File: config.mk
export PLATFORM = sky130hd
export DESIGN_NAME = cordic_range_reducer
export DESIGN_NICKNAME = d
export VERILOG_FILES = /design/src/rtl/cordic_range_reducer.sv
export SDC_FILE = /design/constraint.sdc
export NUM_CORES = 1
export LEC_CHECK = 0
export CORE_MARGIN = 2
export CORE_UTILIZATION = 30
export CTS_CLUSTER_DIAMETER = 80
export DETAILED_ROUTE_END_ITERATION = 8
export SYNTH_ARGS = -nofsm -noshare
export SYNTH_HDL_FRONTEND = slang
export SYNTH_SLANG_ARGS = --single-unit
File: constraint.sdc
create_clock -name clock -period 10.56 [get_ports clock]
set_input_delay 2.112 -clock clock [delete_from_list [all_inputs] [get_ports clock]]
set_output_delay 2.112 -clock clock [all_outputs]
set_load 0.005 [all_outputs]
File: src/rtl/cordic_range_reducer.sv
// cordic_range_reducer: folds a circular-mode angle into [-pi/2, +pi/2] ahead of CORDIC rotation.
// Define CORDIC_RR_SATURATE_EN to saturate the x/y negation and report it on sat_flag.
module cordic_range_reducer #(
  parameter int W = 32,
  parameter int FRAC_BITS = 16,
  parameter int PI_Q = 205887,
  parameter int MAX_WRAP = 8192,
  parameter logic [1:0] CIRCULAR = 2'b01
) (
  input  logic         clock,
  input  logic         reset_n,
  input  logic         in_valid,
  output logic         in_ready,
  input  logic [W-1:0] x_in,
  input  logic [W-1:0] y_in,
  input  logic [W-1:0] angle_in,
  input  logic [1:0]   mode_in,
  output logic         out_valid,
  input  logic         out_ready,
  output logic [W-1:0] x_out,
  output logic [W-1:0] y_out,
  output logic [W-1:0] angle_out,
  output logic [1:0]   mode_out,
  output logic         folded,
  output logic         wrap_err,
  output logic         sat_flag
);
  localparam int CW = $clog2(MAX_WRAP + 1);
  localparam logic [1:0] IDLE = 2'd0, WRAP = 2'd1, FOLD = 2'd2, DONE = 2'd3;
  localparam logic signed [W-1:0] PI = W'(PI_Q);
  localparam logic signed [W-1:0] HALF = PI >>> 1;
  localparam logic signed [W-1:0] TWO = PI <<< 1;
  localparam logic signed [W-1:0] NPI = -PI;
  localparam logic signed [W-1:0] NHALF = -HALF;
  localparam logic signed [W-1:0] MIN = {1'b1, {(W-1){1'b0}}};
  localparam logic signed [W-1:0] MAX = ~MIN;
  if (FRAC_BITS >= W) begin : g_bad_frac
    $error("FRAC_BITS must be smaller than W");
  end
  logic [1:0] state;
  logic [CW-1:0] cnt;
  logic signed [W-1:0] x_r, y_r, a_r, nx, ny;
  logic sat_n, sat_r, fold_r, err_r, ov_r;
  logic [1:0] mode_r;
  always_comb begin
`ifdef CORDIC_RR_SATURATE_EN
    nx = (x_r == MIN) ? MAX : -x_r;
    ny = (y_r == MIN) ? MAX : -y_r;
    sat_n = (x_r == MIN) || (y_r == MIN);
`else
    nx = -x_r;
    ny = -y_r;
    sat_n = 1'b0;
`endif
  end
  // out_valid is registered so pass-through tuples still cost one cycle
  always_ff @(posedge clock or negedge reset_n) begin
    if (!reset_n) begin
      state <= IDLE;
      cnt <= '0;
      x_r <= '0;
      y_r <= '0;
      a_r <= '0;
      mode_r <= 2'b00;
      fold_r <= 1'b0;
      err_r <= 1'b0;
      sat_r <= 1'b0;
      ov_r <= 1'b0;
    end else begin
      case (state)
        IDLE: if (in_valid) begin
          x_r <= x_in;
          y_r <= y_in;
          a_r <= angle_in;
          mode_r <= mode_in;
          cnt <= '0;
          fold_r <= 1'b0;
          err_r <= 1'b0;
          sat_r <= 1'b0;
          state <= (mode_in == CIRCULAR) ? WRAP : DONE;
        end
        WRAP: if (a_r > PI || a_r < NPI) begin
          if (cnt == CW'(MAX_WRAP)) begin
            err_r <= 1'b1;
            state <= FOLD;
          end else begin
            a_r <= (a_r > PI) ? a_r - TWO : a_r + TWO;
            cnt <= cnt + 1'b1;
          end
        end else state <= FOLD;
        FOLD: begin
          if (a_r > HALF || a_r < NHALF) begin
            a_r <= (a_r > HALF) ? a_r - PI : a_r + PI;
            x_r <= nx;
            y_r <= ny;
            fold_r <= 1'b1;
            sat_r <= sat_n;
          end
          ov_r <= 1'b1;
          state <= DONE;
        end
        default: if (ov_r && out_ready) begin
          ov_r <= 1'b0;
          state <= IDLE;
        end else ov_r <= 1'b1;
      endcase
    end
  end
  assign in_ready = state == IDLE;
  assign out_valid = ov_r;
  assign x_out = x_r;
  assign y_out = y_r;
  assign angle_out = a_r;
  assign mode_out = mode_r;
  assign folded = fold_r;
  assign wrap_err = err_r;
  assign sat_flag = sat_r;
endmodule
# Word-level counts from Yosys, hierarchy flattened
# Index checks and enable logic that the tools add are counted.
dict set report totals {
  output_inout_bits 103
  mem_bits_rw 0
  latchBits 0
  mem_bits_ro 0
  in_bits 102
  elab_cells 79
  memories 0
  regBits 118
}
dict set report classes {
  div_mod_pow 0
  shift 0
  magnitude_cmp 4
  eq_ne 10
  multipliers 0
  n_reduce_logical 15
  addsub 7
  muxes 33
  bitwise_logic 0
}
# cell count
set op_table {}
lappend op_table {{32-bit two-way mux} 10}
lappend op_table {{32-bit one-hot mux with 2 select lines} 2}
lappend op_table {{32-bit one-hot mux with 3 select lines} 1}
lappend op_table {{32-bit negation} 2}
lappend op_table {{14-bit two-way mux} 3}
lappend op_table {{32-bit by 19-bit adder with 32-bit output (second input constant)} 1}
lappend op_table {{32-bit by 20-bit adder with 32-bit output (second input constant)} 1}
lappend op_table {{32-bit by 18-bit > comparator with 1-bit output (second input constant)} 1}
lappend op_table {{32-bit by 19-bit > comparator with 1-bit output (second input constant)} 1}
lappend op_table {{32-bit by 18-bit < comparator with 1-bit output (second input constant)} 1}
lappend op_table {{32-bit by 19-bit < comparator with 1-bit output (second input constant)} 1}
lappend op_table {{32-bit by 19-bit subtractor with 32-bit output (second input constant)} 1}
lappend op_table {{32-bit by 20-bit subtractor with 32-bit output (second input constant)} 1}
lappend op_table {{14-bit one-hot mux with 2 select lines} 1}
lappend op_table {{14-bit by 1-bit adder with 14-bit output (second input constant)} 1}
lappend op_table {{14-bit equality test (second input constant)} 1}
lappend op_table {{2-bit two-way mux} 5}
lappend op_table {{2-bit != test (second input constant)} 5}
lappend op_table {{1-bit one-hot mux with 2 select lines} 4}
lappend op_table {{4-bit AND reduction} 2}
lappend op_table {{1-bit two-way mux} 6}
lappend op_table {{2-bit one-hot mux with 3 select lines} 1}
lappend op_table {{3-bit AND reduction} 2}
lappend op_table {{5-bit AND reduction} 1}
lappend op_table {{other kinds (11)} 14}

# Depth between registers and ports, before layout
# Gate-level depths: netlist of the first run.
dict set report depth {
  ltp_word 5
  mapped_depth 17
  ltp_nobuf 15
}

# Least setup slack after synthesis of the first run
# Ideal clock, no wire load.
dict set report synth_timing {
  path_kind {reg2reg}
  start {reg a_r[18] (netlist: angle_out[18])}
  end {reg a_r[29] (netlist: angle_out[29])}
  arrival_ns 4.885
  synth_period_minus_slack_ns 5.024
  t_required_ns 10.421
  path_buffers 1
  slack_ns 5.536
  stages_incl_launch_ff 17
  setup_ns 0.139
  cell_sequence {dfrtp_1 -> buf_2 -> or4_1 -> nor4b_4 -> nand2_1 -> a211oi_2 -> or2_2 -> inv_1 -> ha_1 -> or3_1 -> or3b_2 -> o211ai_1 -> a21oi_1 -> a21oi_1 -> o21ai_0 -> a2111oi_0 -> a211oi_1}
}
dict set report synth_via {
  elab_chain_len 5
}
# element line
set synth_lines {}
lappend synth_lines {{start: declaration} 42} ;# logic signed [W-1:0] x_r, y_r, a_r, nx, ny;
lappend synth_lines {{start signal: assignment} 74} ;# a_r <= angle_in;
lappend synth_lines {{start signal: assignment} 87} ;# a_r <= (a_r > PI) ? a_r - TWO : a_r + TWO;
lappend synth_lines {{start signal: assignment} 93} ;# a_r <= (a_r > HALF) ? a_r - PI : a_r + PI;
lappend synth_lines {{32-bit by 20-bit adder with 32-bit output (tied with other cells)} 87}
lappend synth_lines {{32-bit two-way mux} 87}
lappend synth_lines {{32-bit two-way mux} 83} ;# if (cnt == CW'(MAX_WRAP)) begin
lappend synth_lines {{32-bit two-way mux} 82} ;# WRAP: if (a_r > PI || a_r < NPI) begin
lappend synth_lines {{32-bit one-hot mux with 3 select lines} 70} ;# case (state)
# Parallel ways exist; a longest one is shown, timed or not. The select of a mux whose other input is x is not followed.
# A chain may end at the register's enable or synchronous reset.

# Worst setup path in the final report of the first run
dict set report layout_timing {
  start {reg a_r[2] (netlist: angle_out[2])}
  end {reg a_r[29] (netlist: angle_out[29])}
}
# Same word-level chain as after synthesis.

==> reports/results.tsv, run 1 <==
stage	metric	value	unit
run	maxCapViolations	0	
final_layout	finalNetCount	1479	
clocking	cts.clk_slew.worst_paths	0.06	ns
logic_synthesis	synth-edff-count	0	
critical_path	rrSetupSlack	4.77	ns
power_and_ir_drop	total_leakage_power	4.84	nW
clocking	cts_buffers	17	
detailed_routing	ant_nets	0	
place	dp_hpwl	24400	um
power_and_ir_drop	power.density	378	nW/um^2
hold_path	hold_depth	2	
timing	fin_skew	0.0155	ns
final_layout	fin_cells	1751	
clocking	clk_path_buf_depth	2	
logic_synthesis	synth_common_cells	117 x dfrtp_1, 114 x o21ai_0, 103 x nand2_1, 98 x nor2_1, 52 x nor3_1	
hold_path	min_from	mode_out[0]	
logic_synthesis	synth-seq-cells	117	
logic_synthesis	syn_nets	1323	
critical_path	crit_path_end_kind	flip-flop	
die	num_io_pins	205	
die	die_h	184	um
die	core-area	31600	um^2
logic_synthesis	synth_top_area_share	30.3	%
logic_synthesis	synth_warnings	0	
timing	setup_tns	0	ns
clocking	clk_latency	0.44	ns
clocking	post_cts_buffers	0	
die	die_x	184	um
final_layout	diodes	0	
critical_path	start_kind	flip-flop	
grt	grt_pass1_wl	54300	um
place	portBuffers	203	
critical_path	cp_max_fo	12	
clocking	cts_resized	0	
logic_synthesis	synth_top_cell_by_area	dfrtp_1	
logic_synthesis	async_flop_share	100	%
clocking	cts-root-buf	clkbuf_16	
timing	grt_setup_unrepaired	false	
grt	grt_use_total	20.5	%
final_layout	drive_gt1_share	6.82	%
logic_synthesis	yosysMostFrequentCell	dfrtp_1	
logic_synthesis	syn_area_per_cell	8.19	um^2
detailed_routing	wirelength	35100	um
critical_path	critPathCapture	angle_out[29]	
grt	grt_pass1_vias	9613	
status	outcome	complete, no violations	
power_and_ir_drop	peakVddDrop	170	uV
logic_synthesis	synth_area	9670	um^2
clocking	cts_max_level	4	
timing	fmax	173	MHz
critical_path	reg2reg_to	angle_out[29]	
detailed_routing	routedWlPerCell	20.0	um
die	dieArea	33700	um^2
critical_path	required	10.86	ns
die	placementRows	65	
critical_path	r2r-start	angle_out[2]	
timing	drv_slew	0	
place	placedCellCount	1719	
grt	overflow	0	
grt	grt_max_degree	68	
detailed_routing	drc_errors	0	
timing	finalSetupViolations	0	
critical_path	reg2regPathDepth	15	
timing	period_minus_slack	5.79	ns
logic_synthesis	synthDistinctLibCells	88	
logic_synthesis	synth_flop_cell	dfrtp_1	
grt	antenna_found_initial	1	
timing	hold_viol	0	
critical_path	crit_type	flip-flop to flip-flop	
timing	maxSlewHeadroom	20.6	%
logic_synthesis	synthTopCellsByArea	dfrtp_1 30%, o21ai_0 5.9%, ha_1 5.2%, nand2_1 4.0%, nor2_1 3.8%	
logic_synthesis	seq_area_frac_synth	30.3	%
final_layout	fillers	3200	
clocking	numClockSinks	117	
detailed_routing	dr.pass1.iters	5	
detailed_routing	via_count	10100	
timing	fin_crit_sh	54.8	%
detailed_routing	vias_per_cell	5.78	
critical_path	crit_start	angle_out[2]	
final_layout	area_growth	29.8	%
place	place_congestion	0.923	
critical_path	cp.arrival	6.09	ns
die	start_util	30.6	%
clocking	ctsHoldBuffers	0	
clocking	tritoncts	yes	
detailed_routing	drt_iter0_drc	711	
logic_synthesis	netlist_instances	1180	
timing	tightest_slew	1.19	ns
hold_path	hold_class	flip-flop to flip-flop	
## metal layers
layer	global-route usage (%)	part of all wire, %	vias to the layer above	wire, um
li1	-	-	4795	-
met1	26.7	43	4845	15200
met2	33.4	46	439	16200
met3	5.03	8.6	48	3000
met4	6.21	2.0	2	692
met5	0	0.037	-	13
## registers in the layout (all words and copies together), names as in the netlist
register   count
folded         1
angle_out     32
out_valid      1
mode_out       2
cnt           14
wrap_err       1
state          2
x_out         32
y_out         32
## per-stage QoR
| stage | total power [W] | hold slack (ns) | setup WS (ns) | utilization [%] | instance area [um^2] |
|---|---|---|---|---|---|
| 2_1_floorplan | 0.00302 | 0.471 | 5.54 | - | 9670 |
| 6_report | 0.00475 | 0.481 | 4.77 | 39.7 | 12600 |
| 5_1_grt | 0.00513 | 0.518 | 4.27 | 39.7 | 12600 |
| 4_1_cts | 0.00474 | 0.488 | 4.87 | 39.7 | 12600 |
| 3_5_place_dp | 0.00411 | 0.473 | 4.89 | 37.8 | 12000 |
| 3_3_place_gp | 0.00408 | 0.468 | 4.98 | 37.8 | 12000 |
## final cells by class
class                      instances  area, um^2  share of cell area (%)
sequential                       117        2930                    23.3
tap                              402         503                    4.01
timing repair buffer             218        2140                    17.1
clock buffer                      18         439                    3.50
multi-input combinational        955        6290                    50.1
clock inverter                    14         148                    1.18
inverter                          27         101                   0.807
## worst min-delay path by stage
stage,end,slack [ns]
after floorplan,folded,0.47
after global placement,folded,0.47
after detailed placement,mode_out[0],0.47
after CTS,mode_out[0],0.49
after global routing,mode_out[0],0.52
final,mode_out[0],0.48
## worst max-delay path: stages, from the launching register on
cell and delay (ns):
dfrtp_1 0.63, and4_1 0.30, nand2_1 0.08, a211oi_1 0.91, a211oi_2 0.33, or2_2 0.54, inv_1 0.21, ha_1 0.33
a21o_1 0.19, or3b_2 0.48, o211ai_1 0.26, a21oi_1 0.17, a21oi_1 0.50, o21ai_0 0.17, a2111oi_0 0.42, a211oi_1 0.13
## logic make-up after synthesis
group,Yosys count,share of synthesized area (%)
compound gates,387,27.5
other cells,1,0.0388
mux,11,1.18
simple gates,437,23.6
buf+inv,108,4.91
flops,117,30.3
xor+xnor,78,7.07
fa+ha+maj,41,5.38
## report_power, final
part | switching (W) | internal [W]
logic | 0.00168 | 0.00138
clock network | 0.000249 | 0.000355
registers | 0.000408 | 0.000673
## cell usage in the layout (no fill, tap or decap), types with 38 or more instances in the layout
cell             instances
nor2_1                  98
a21oi_1                 38
a22oi_1                 39
nand2_1                103
clkdlybuf4s50_1        202
dfrtp_1                117
xnor2_1                 42
nor3_1                  52
ha_1                    39
o21ai_0                114
No activity file was read; power rests on OpenSTA's default activity.
==> run 2: changes to the inputs <==
==> constraint.sdc (replaced) <==
create_clock -name clock -period 4.8 [get_ports clock]
set_input_delay 0.96 -clock clock [delete_from_list [all_inputs] [get_ports clock]]
set_output_delay 0.96 -clock clock [all_outputs]
set_load 0.005 [all_outputs]
==> run 2 against run 1 <==
Effect of this change:
- critical path type unchanged
- critical endpoint is now angle_out[30]
- routed wire length is 1.8% higher
- sequential cell count stayed put
- hold slack better by 0.0068 ns
- power is 130% higher
==> reports/results.tsv, run 2 (same netlist as run 1, synthesis figures left out) <==
stage	metric	value	unit	change
grt	grt_pass1_wl	55700	um	+2.6%
clocking	cts.clk_slew.worst_paths	0.07	ns	about the same
power_and_ir_drop	power.density	845	nW/um^2	+120%
detailed_routing	wl_met3	2710	um	-9.7%
grt	antenna_found_initial	0		-1
final_layout	area_growth	34.1	%	
timing	fmax	221	MHz	+28%
critical_path	cp_top_family	compound AO/OA/AOI/OAI gates		
clocking	cts_max_level	4		unchanged
critical_path	start_kind	flip-flop		
detailed_routing	via_count	10200		+1.1%
critical_path	required	5.06	ns	-5.80 ns
power_and_ir_drop	p_clk_share	12.9	%	+0.2 points
timing	maxSlewHeadroom	20.3	%	-0.31 points
die	core-area	31600	um^2	unchanged
timing	drv_slew	0		unchanged
timing	setup_tns	0	ns	unchanged
die	num_io_pins	205		unchanged
final_layout	finalNetCount	1519		+2.7%
final_layout	fillers	3155		-1.4%
power_and_ir_drop	p_switching	0.00533	W	+130%
detailed_routing	dr.pass1.iters	8		+3
power_and_ir_drop	power_switching_share	48.7	%	-0.64 points
power_and_ir_drop	total_leakage_power	5.07	nW	+4.7%
timing	tightest_slew	1.18	ns	-0.00184 ns
final_layout	diodes	0		unchanged
grt	grt_max_degree	65		-4.4%
power_and_ir_drop	p_int	0.00562	W	+130%
place	dp_hpwl	25400	um	+4.4%
detailed_routing	drc_errors	0		unchanged
detailed_routing	wirelength	35700	um	+1.8%
detailed_routing	drt_iter0_drc	865		+22%
final_layout	drive_gt1_share	10.0	%	+3.2 points
timing	hold_viol	0		unchanged
die	die_x	184	um	unchanged
timing	fin_skew	0.0161	ns	+0.000582 ns
critical_path	cp.arrival	4.78	ns	-1.31 ns
detailed_routing	top_layer_used	met4		
detailed_routing	ant_nets	0		unchanged
die	dieArea	33700	um^2	unchanged
die	start_util	30.6	%	unchanged
detailed_routing	wl_met2	16200	um	about the same
place	place_congestion	0.910		-1.4%
timing	worst_hold_slack	0.488	ns	+0.00684 ns
critical_path	crit_path_top_delay_cell	or4_1		
timing	period_minus_slack	4.52	ns	-1.27 ns
final_layout	layout_common_cells	202 x clkdlybuf4s50_1, 117 x dfrtp_1, 113 x o21ai_0, 103 x nand2_1, 98 x nor2_1		
timing	grt_setup_unrepaired	false		
grt	grt_pass1_vias	9840		+2.4%
die	placementRows	65		unchanged
status	outcome	complete, no violations		
detailed_routing	wl_met1	16100	um	+5.9%
die	die_h	184	um	unchanged
power_and_ir_drop	power_frac_seq	19.1	%	-3.7 points
critical_path	cp_max_fo	16		+4
critical_path	crit_path_end_kind	flip-flop		
critical_path	cp_cell_sequence	or4_1, nor2_1, nand4_1, a211oi_4, or2_4, clkinvlp_4, buf_4, ha_1, a21o_1, a21o_1, a21o_1, a2111oi_1, nor4_1, nor4_1, a41oi_1		
critical_path	crit_type	flip-flop to flip-flop		
critical_path	crit_path_frequent_cell	a21o_1		
final_layout	mostFrequentLayoutCell	clkdlybuf4s50_1		
power_and_ir_drop	combPwrFrac	68.0	%	+3.5 points
power_and_ir_drop	peakVddDrop	292	uV	+71%
timing	fin_crit_sh	94.1	%	+39 points
clocking	cts_buffers	17		unchanged
grt	grt_use_total	21.0	%	+0.57 points
critical_path	cp_num_buf_inv	2		+1
run	maxCapViolations	0		unchanged
detailed_routing	routedWlPerCell	19.9	um	-0.47%
clocking	cts-root-buf	clkbuf_16		
clocking	tritoncts	yes		
timing	finalSetupViolations	0		unchanged
grt	overflow	0		unchanged
clocking	clk_latency	0.42	ns	-0.02 ns
critical_path	slowest_delay	0.60	ns	-0.31 ns
detailed_routing	vias_per_cell	5.72		-1.1%
clocking	numClockSinks	117		unchanged
place	portBuffers	203		unchanged
clocking	clk_path_buf_depth	2		unchanged
clocking	ctsHoldBuffers	0		unchanged
hold_path	hold_class	flip-flop to flip-flop		
==> run 2: changes by cell type in the layout (fill, tap and decap cells not counted), sizes merged <==
cell      previous run  this run
buf                 16        56
clkinvlp             5         2
inv                 31        34
bufinv               2         3
clkinv               3         2
==> run 2: layout make-up <==
type / instances / area, um^2 / share of cell area [%]
clock buffers: 18 / 429 / 3.31
clock inverters: 14 / 188 / 1.45
inverters: 27 / 105 / 0.811
multi-input cells: 955 / 6360 / 49.0
flip-flops and latches: 117 / 2930 / 22.6
well taps: 402 / 503 / 3.88
repair buffers: 258 / 2450 / 18.9
==> run 2: worst paths after layout <==
kind                         startpoint            end  slack, ns  cells after the start
max                        angle_out[7]  angle_out[30]       0.28                     15
min                         mode_out[0]    mode_out[0]       0.49                      2
max reg2reg                angle_out[7]  angle_out[30]       0.28                     15
min reg2reg                 mode_out[0]    mode_out[0]       0.49                      2
max in group asynchronous       reset_n   angle_out[4]       3.31                      2
min in group asynchronous       reset_n      x_out[31]       0.62                      1
==> run 2: power by group through the flow <==
stage	logic [W]	registers (W)	clock network, W
5_1_grt	0.00820	0.00217	0.00149
2_1_floorplan	0.00465	0.00205	0
6_report	0.00745	0.00209	0.00141
3_5_place_dp	0.00735	0.00210	0
4_1_cts	0.00740	0.00208	0.00143
3_3_place_gp	0.00733	0.00207	0
==> run 2: through the flow <==
step | cells | util (%) | power (W) | setup slack [ns] | instance area (um^2)
floorplan | 1180 | - | 0.00670 | 0.00263 | 9730
global placement | 1759 | 39.0 | 0.00941 | 0.343 | 12300
detailed placement | 1759 | 39.0 | 0.00945 | 0.223 | 12300
CTS | 1791 | 40.9 | 0.0109 | 0.195 | 12900
global route | 1791 | 41.0 | 0.0119 | 0.0110 | 13000
finish | 1791 | 41.0 | 0.0110 | 0.282 | 13000
==> run 2: worst register-to-register path, stage by stage, from the launching register on <==
cell and delay [ns]:
dfrtp_1 0.37, or4_1 0.60, nor2_1 0.20, nand4_1 0.18
a211oi_4 0.30, or2_4 0.18, clkinvlp_4 0.16, buf_4 0.25
ha_1 0.40, a21o_1 0.22, a21o_1 0.17, a21o_1 0.21
a2111oi_1 0.58, nor4_1 0.11, nor4_1 0.27, a41oi_1 0.14
==> run 2: layer usage <==
metal / GRT usage, % / vias to the layer above
li1: - / 4871
met1: 29.1 / 4886
met2: 33.7 / 439
met3: 3.19 / 47
met4: 6.56 / 0
met5: 0 / -
==> run 2: repair_timing <==
action / in CTS / in global routing
setup endpoints to repair: 0 / 3
setup buffers: 0 / 0
gates resized for setup: 0 / 6
==> run 3: changes to the inputs <==
==> constraint.sdc (replaced) <==
create_clock -name clock -period 5.5 [get_ports clock]
set_input_delay 1.1 -clock clock [delete_from_list [all_inputs] [get_ports clock]]
set_output_delay 1.1 -clock clock [all_outputs]
set_load 0.005 [all_outputs]
==> run 3 against run 2 <==
Effect of this change:
- sequential share of layout area grew 0.44 points
- die area is the same
- sequential cell count is the same
- routed wire length grew 0.82%
==> reports/results.tsv, run 3 (same netlist as run 1, synthesis figures left out) <==
stage	metric	value	unit	change
final_layout	area_growth	31.6	%	
clocking	tritoncts	yes		
final_layout	finalNetCount	1499		-1.3%
grt	grt_pass1_wl	55800	um	+0.27%
detailed_routing	via_count	10100		-1.0%
detailed_routing	drt_iter0_drc	789		-8.8%
power_and_ir_drop	peakVddDrop	348	uV	+19%
timing	finalSetupViolations	0		unchanged
detailed_routing	wirelength	36000	um	+0.82%
timing	setup_slack	0.592	ns	+0.310 ns
final_layout	mostFrequentLayoutCell	clkdlybuf4s50_1		
timing	hold_viol	0		unchanged
grt	overflow	0		unchanged
place	place_congestion	0.904		-0.73%
timing	drv_slew	0		unchanged
critical_path	start_kind	flip-flop		
final_layout	diodes	0		unchanged
die	die_h	184	um	unchanged
critical_path	cp.arrival	5.25	ns	+0.47 ns
clocking	ctsHoldBuffers	0		unchanged
die	core-area	31600	um^2	unchanged
die	dieArea	33700	um^2	unchanged
clocking	cts-root-buf	clkbuf_16		
clocking	cts_buffers	17		unchanged
grt	grt_pass1_vias	9778		-0.63%
die	die_x	184	um	unchanged
place	dp_hpwl	25800	um	+1.5%
detailed_routing	drc_errors	0		unchanged
place	portBuffers	203		unchanged
final_layout	fin_area	12700	um^2	-1.9%
timing	fin_skew	0.0115	ns	-0.00454 ns
clocking	numClockSinks	117		unchanged
timing	period_minus_slack	4.91	ns	+0.390 ns
timing	fmax	204	MHz	-8.0%
final_layout	layout_common_cells	202 x clkdlybuf4s50_1, 117 x dfrtp_1, 114 x o21ai_0, 103 x nand2_1, 98 x nor2_1		
timing	maxSlewHeadroom	22.6	%	+2.4 points
detailed_routing	ant_nets	0		unchanged
critical_path	crit_type	flip-flop to flip-flop		
clocking	cts.clk_slew.worst_paths	0.06	ns	about the same
run	maxCapViolations	0		unchanged
die	placementRows	65		unchanged
clocking	clk_latency	0.45	ns	+0.03 ns
detailed_routing	vias_per_cell	5.73		+0.12%
status	outcome	complete, no violations		
clocking	post_cts_buffers	0		unchanged
clocking	cts_resized	0		unchanged
timing	grt_setup_unrepaired	false		
detailed_routing	routedWlPerCell	20.3	um	+2.0%
clocking	clk_path_buf_depth	2		unchanged
die	num_io_pins	205		unchanged
final_layout	fin_cells	1771		-1.1%
grt	grt_use_total	21.3	%	+0.27 points
critical_path	crit_path_end_kind	flip-flop		
clocking	cts_max_level	4		unchanged
detailed_routing	dr.pass1.iters	5		-3
place	post_dp_cell_area	12100	um^2	-1.6%
power_and_ir_drop	power.density	732	nW/um^2	-13%
final_layout	final_util	40.2	%	-0.79 points
die	start_util	30.6	%	unchanged
grt	grt_max_degree	70		+7.7%
grt	antenna_found_initial	0		unchanged
critical_path	cp_max_fo	14		-2
critical_path	required	5.84	ns	+0.78 ns
place	placedCellCount	1739		-1.1%
power_and_ir_drop	total_leakage_power	4.95	nW	-2.4%
final_layout	drive_gt1_share	8.18	%	-1.8 points
timing	tightest_slew	1.16	ns	-0.0286 ns
place	dp_slack	0.697	ns	+0.474 ns
hold_path	hold_class	flip-flop to flip-flop		
timing	setup_tns	0	ns	unchanged
timing	fin_crit_sh	89.2	%	-4.9 points
-- run 3: path summary, 6_finish.rpt --
kind / startpoint / endpoint / slack (ns) / depth (start not counted)
max in group asynchronous: reset_n / x_out[27] / 3.72 / 2
min in group asynchronous: reset_n / y_out[10] / 0.80 / 1
worst max-delay path: angle_out[6] / angle_out[26] / 0.59 / 17
worst min register to register: folded / folded / 0.49 / 2
worst max register to register: angle_out[6] / angle_out[26] / 0.59 / 17
worst min-delay path: folded / folded / 0.49 / 2
-- run 3: report_power, final --
part | total [W] | leakage (nW) | switching (W) | internal (W)
Clock | 0.00116 | 0.287 | 0.000478 | 0.000682
Sequential | 0.00200 | 1.42 | 0.000709 | 0.00129
Combinational | 0.00615 | 3.24 | 0.00340 | 0.00275
Total | 0.00931 | 4.95 | 0.00458 | 0.00472
-- run 3: routing by layer --
layer  up-vias  track usage, %  part of all wire (%)
met5         -               0                     0
met4         0            6.43                   2.0
met3        46            5.13                   7.3
met2       374            34.7                    46
met1      4903            27.9                    45
li1       4818               -                     -
-- run 3: stage by stage --
step / total power, W / hold WS [ns]
after global routing: 0.0101 / 0.527
final: 0.00931 / 0.494
after CTS: 0.00930 / 0.501
after floorplan: 0.00579 / 0.471
after detailed placement: 0.00807 / 0.486
after global placement: 0.00805 / 0.469
-- run 3: final cells by class --
type / count / area [um^2]
timing repair buffer: 238 / 2300
fill: 3218 / 18900
tap: 402 / 503
multi-input combinational: 955 / 6290
sequential: 117 / 2930
inverter: 27 / 101
clock inverter: 14 / 151
clock buffer: 18 / 439
-- run 3: critical path, cell delays in order (launching register included) --
cell	delay (ns)
dfrtp_1	0.54
or4_1	0.65
nor2_1	0.20
a211oi_1	0.10
buf_4	0.18
a211oi_2	0.20
or2_2	0.15
inv_1	0.11
buf_4	0.22
ha_1	0.38
nand4_1	0.18
nor3_1	0.25
a22oi_1	0.13
o21ai_0	0.63
nor3_1	0.14
a211oi_1	0.37
a31oi_1	0.14
o22a_1	0.21
